`config.mk`:
```
export PLATFORM = sky130hd
export DESIGN_NAME = order_tx_serializer
export DESIGN_NICKNAME = d
export VERILOG_FILES = /design/src/rtl/order_tx_serializer.sv
export SDC_FILE = /design/constraint.sdc
export NUM_CORES = 1
export LEC_CHECK = 0
export CAP_MARGIN = 20
export CORE_MARGIN = 3
export CORE_UTILIZATION = 54
export DETAILED_ROUTE_END_ITERATION = 8
export PLACE_DENSITY = 0.85
export SETUP_SLACK_MARGIN = 0.1
export SLEW_MARGIN = 20
export SYNTH_ARGS = -nofsm -noshare
export SYNTH_HDL_FRONTEND = slang
export SYNTH_SLANG_ARGS = --single-unit
```
`constraint.sdc`:
```
create_clock -name i_clk -period 41.9 [get_ports i_clk]
set_input_delay 8.38 -clock i_clk [delete_from_list [all_inputs] [get_ports i_clk]]
set_output_delay 8.38 -clock i_clk [all_outputs]
set_load 0.005 [all_outputs]
```
`src/rtl/order_tx_serializer.sv`:
```
// order_tx_serializer: latches a NUM_WORDS order message and streams it on tvalid/tready/tlast; ORDER_TX_CHECKSUM_EN appends an XOR word.
// First word 1 cycle after i_valid; holds under i_tready=0; i_valid while busy is dropped and counted.
module order_tx_serializer #(
   parameter int REG_WIDTH = 32,
   parameter int NUM_WORDS = 9,
   parameter int CNT_WIDTH = 16
) (
   input  logic                 i_clk,
   input  logic                 i_rst_n,
   input  logic [REG_WIDTH-1:0] i_reg_0,
   input  logic [REG_WIDTH-1:0] i_reg_1,
   input  logic [REG_WIDTH-1:0] i_reg_2,
   input  logic [REG_WIDTH-1:0] i_reg_3,
   input  logic [REG_WIDTH-1:0] i_reg_4,
   input  logic [REG_WIDTH-1:0] i_reg_5,
   input  logic [REG_WIDTH-1:0] i_reg_6,
   input  logic [REG_WIDTH-1:0] i_reg_7,
   input  logic [REG_WIDTH-1:0] i_reg_8,
   input  logic                 i_valid,
   output logic [REG_WIDTH-1:0] o_tdata,
   output logic                 o_tvalid,
   input  logic                 i_tready,
   output logic                 o_tlast,
   output logic                 o_busy,
   output logic [CNT_WIDTH-1:0] o_sent_count,
   output logic [CNT_WIDTH-1:0] o_drop_count
);

`ifdef ORDER_TX_CHECKSUM_EN
   localparam int TOTAL = NUM_WORDS + 1;
`else
   localparam int TOTAL = NUM_WORDS;
`endif
   localparam int IDX_W = $clog2(TOTAL);
   localparam logic [IDX_W-1:0] LAST_IDX = IDX_W'(TOTAL - 1);
   localparam int IN_N = (NUM_WORDS > 9) ? NUM_WORDS : 9;

   localparam logic [0:0] IDLE = 1'b0;
   localparam logic [0:0] SEND = 1'b1;

   logic [0:0]           state;
   logic [IDX_W-1:0]     idx;
   logic [IDX_W-1:0]     idx_nxt;
   logic                 tlast_q;
   logic [CNT_WIDTH-1:0] sent_cnt;
   logic [CNT_WIDTH-1:0] drop_cnt;
   logic [REG_WIDTH-1:0] msg_buf   [TOTAL];
   logic [REG_WIDTH-1:0] in_words  [IN_N];
   logic [REG_WIDTH-1:0] cap_words [TOTAL];
   logic                 beat;
   logic                 last_beat;
   logic                 accept;
   logic                 drop;

   // Only nine register ports exist; larger NUM_WORDS builds see zeros beyond word 8.
   always_comb begin
      for (int k = 0; k < IN_N; k++) in_words[k] = '0;
      in_words[0] = i_reg_0;
      in_words[1] = i_reg_1;
      in_words[2] = i_reg_2;
      in_words[3] = i_reg_3;
      in_words[4] = i_reg_4;
      in_words[5] = i_reg_5;
      in_words[6] = i_reg_6;
      in_words[7] = i_reg_7;
      in_words[8] = i_reg_8;
   end

   always_comb begin
      for (int k = 0; k < NUM_WORDS; k++) cap_words[k] = in_words[k];
`ifdef ORDER_TX_CHECKSUM_EN
      cap_words[NUM_WORDS] = '0;
      for (int k = 0; k < NUM_WORDS; k++) cap_words[NUM_WORDS] = cap_words[NUM_WORDS] ^ in_words[k];
`endif
   end

   assign beat      = o_tvalid && i_tready;
   assign last_beat = beat && o_tlast;
   assign accept    = i_valid && ((state == IDLE) || last_beat);
   assign drop      = i_valid && (state == SEND) && !last_beat;
   assign idx_nxt   = idx + IDX_W'(1);

   always_ff @(posedge i_clk) begin
      if (!i_rst_n) begin
         state    <= IDLE;
         idx      <= '0;
         tlast_q  <= 1'b0;
         sent_cnt <= '0;
         drop_cnt <= '0;
         for (int k = 0; k < TOTAL; k++) msg_buf[k] <= '0;
      end else begin
         // A new message may overwrite the buffer on the very cycle the old one finishes.
         if (accept) begin
            for (int k = 0; k < TOTAL; k++) msg_buf[k] <= cap_words[k];
            idx     <= '0;
            state   <= SEND;
            tlast_q <= 1'b0;
         end else if (last_beat) begin
            idx     <= '0;
            state   <= IDLE;
            tlast_q <= 1'b0;
         end else if (beat) begin
            idx     <= idx_nxt;
            tlast_q <= (idx_nxt == LAST_IDX);
         end

         if (last_beat && (sent_cnt != '1)) sent_cnt <= sent_cnt + CNT_WIDTH'(1);
         if (drop && (drop_cnt != '1))      drop_cnt <= drop_cnt + CNT_WIDTH'(1);
      end
   end

   assign o_tvalid     = (state == SEND);
   assign o_busy       = (state == SEND);
   assign o_tlast      = tlast_q;
   assign o_tdata      = msg_buf[idx];
   assign o_sent_count = sent_cnt;
   assign o_drop_count = drop_cnt;

endmodule

```
==> flow_summary.json <==
{
  "top_layer_used": "met5",
  "ir_drop_v": 0.0000360,
  "cts_tree": "built",
  "via_count": 9718,
  "detail_route.wl_per_cell_um": 20.5,
  "hp-class": "reg2reg",
  "worstMarginPinSlew_ns": 1.10,
  "io_pins": 359,
  "drive_gt1_frac": 0.0918,
  "wl_met3_mm": 2.73,
  "synth_top_family_by_area": "simple AND/OR/NAND/NOR gates",
  "synthTopCellsByCount": "and2_1, edfxtp_1, nand2_1",
  "routabilityCongestion": 0.840,
  "syn2layout_area_growth_pct": 33.3,
  "fin_skew_ns": 0.00674,
  "p_total_w": 0.000741,
  "gr-total-overflow": 0,
  "grt_usage": 0.240,
  "start_kind": "flip-flop",
  "arrival_ns": 3.49,
  "post_cts_resize_count": 0,
  "status": "completed",
  "avgViaCountPerCell": 5.57,
  "p_int_w": 0.000586,
  "ant_nets": 0,
  "clk_pin_slew_ns": 0.06,
  "grt_pass1_vias": 9918,
  "hpwl_mm": 24.6,
  "tns_ns": 0,
  "first_pass_iters": 5,
  "grt_pass1_wl_mm": 53.8,
  "antenna_found_initial": 5,
  "synth_adder_area_share": 0.00254,
  "synth.most_common_cell": "and2_1",
  "swShare": 0.209,
  "max_freq_mhz": 84.2,
  "cts_sinks": 330,
  "leakagePower_nw": 6.97,
  "ys_types": 39,
  "drc": 0,
  "clock_path_buffers": 3,
  "crit_family": "buffers and inverters",
  "synth-edff-count": 288,
  "grt_max_degree": 149,
  "synth_compound_area_frac": 0.0342,
  "p_seq_frac": 0.524,
  "place_area_um2": 18600,
  "synth_nets": 1334,
  "critPathCaptureType": "output port",
  "core-area_um2": 26500,
  "comb_power_share": 0.094,
  "ys_warn_count": 0,
  "wl_met1_mm": 13.2,
  "p_per_area_nw_per_um2": 37.6,
  "path_cells": "buf_4 > mux4_2 > mux2i_1 > o21ai_0 > clkdlybuf4s50_1",
  "synth-seq-area-share": 0.642,
  "worstPathRequired_ns": 33.52,
  "synth_area_leader_cell": "edfxtp_1",
  "synth-simple-area-share": 0.171,
  "timing.hold.ws_ns": 0.498,
  "final_area_um2": 19700,
  "ys_seq_elements": 330,
  "rows": 59,
  "clockPowerShare": 0.382,
  "htreeDepth": 2,
  "clock_latency_ns": 0.51,
  "crit_buf_inv": 2,
  "p_sw_w": 0.000155,
  "numPortBuffers": 358,
  "hold_violations": 0,
  "synth_ff_type": "edfxtp_1",
  "initialDrtViolationCount": 814,
  "max_stage_delay_ns": 0.84,
  "drv_cap": 0,
  "numCtsBuffers": 35,
  "cts-root-buf": "clkbuf_16",
  "yosys.area_share.xor_xnor": 0.00178,
  "layout.nets": 1674,
  "synthArstFlopShare": 0,
  "slew_headroom": 0.264,
  "period_minus_slack_ns": 11.87,
  "dieWidth_um": 171,
  "layout_worst_path_cycle_share": 0.283,
  "synth_mux_area_frac": 0.129,
  "die_h_um": 171,
  "synth_area_per_cell_um2": 14.2,
  "synth_top_area_frac": 0.585,
  "postSynthCellCount": 1039,
  "rsz0062_at_grt": "false",
  "crit_path_max_fanout": 37,
  "ctsHoldBuffers": 0,
  "post-place-ws_ns": 30.03,
  "syn-cell-area_um2": 14800,
  "postCtsSetupRepairBufs": 0,
  "wl_met2_mm": 18.8,
  "slowest_stage": "dfxtp_4",
  "ys_top_cells_by_area": "edfxtp_1, and2_1, mux4_2",
  "setup_viol": 0,
  "fin_ws_ns": 30.03,
  "dieArea_um2": 29400,
  "initial_core_util": 0.557,
  "slew_viol_final": 0,
  "finalWirelength_mm": 35.8,
  "crit_type": "reg2out"
}
## power groups by stage
stage	combinational (W)	clock (W)	sequential [W]
2_1_floorplan	0.0000298	0	0.000405
3_3_place_gp	0.0000685	0	0.000393
3_5_place_dp	0.0000700	0	0.000395
4_1_cts	0.0000703	0.000288	0.000388
5_1_grt	0.0000751	0.000301	0.000390
6_report	0.0000697	0.000283	0.000388
## metrics by stage
step           utilization  instances
5_1_grt              0.742       1741
3_5_place_dp         0.703       1677
2_1_floorplan            -       1039
4_1_cts              0.742       1740
6_report             0.743       1745
3_3_place_gp         0.703       1677
## cells in the final DEF (no fill, tap or decap), types with 3 or more instances in the layout
cell             instances
nor4_1                   7
o31ai_1                  6
and2_1                 289
clkdlybuf4s50_1        358
ha_1                     3
a311oi_1                 4
buf_4                    8
clkinv_2                 6
mux4_2                  64
nand3_1                 15
and3_1                  11
o21ai_0                 36
nor2_1                   6
a21oi_1                 17
edfxtp_1               288
nand4_1                  7
or3_1                    4
a31oi_1                  7
or4_1                    6
nand2b_1                11
clkbuf_1                 5
a211oi_1                 7
inv_1                    5
dfxtp_1                 38
mux2i_1                 46
clkinv_1                13
diode_2                  5
nand2_1                 69
clkbuf_16               37
nor3_1                   8
## registers in the layout, summed over array words and instances, names as in the netlist, named ones only
register	cells
idx	4
msg_buf	288
o_busy	1
o_drop_count	16
o_sent_count	16
o_tlast	1
## routing by layer
layer,vias up,GRT usage
met4,8,0.0875
met3,71,0.0614
met2,370,0.422
met5,-,0
li1,4507,-
met1,4762,0.289
## cell type report
class,count,area [um^2]
sequential,330,9500
inverter,6,22.5
timing repair buffer,368,3670
antenna,5,12.5
multi-input combinational,638,5030
tap,335,419
clock buffer,42,945
clock inverter,21,95.1
fill,1680,6820
## cells by family (layout without fill, tap and decap cells)
| logic type | count (synthesis) | after routing |
|---|---|---|
| AOI/OAI and AO/OA | 85 | 85 |
| xor gates and xnor gates | 3 | 3 |
| adders and majority gates | 3 | 3 |
| buffers and inverters | 71 | 437 |
| DFF | 330 | 330 |
| muxes | 110 | 110 |
| other | 0 | 5 |
| and+or+nand+nor | 437 | 437 |
## path summary, 6_finish.rpt
check / from / to / slack (ns) / cells after the start
worst max-delay path: flip-flop / o_tdata[0] / 30.03 / 5
worst min-delay path: o_sent_count[6] / o_sent_count[6] / 0.50 / 1
worst max register to register: o_busy / msg_buf[8][15] / 39.09 / 4
worst min register to register: o_sent_count[6] / o_sent_count[6] / 0.50 / 1
Note: power is estimated with default switching activity, not from simulation.
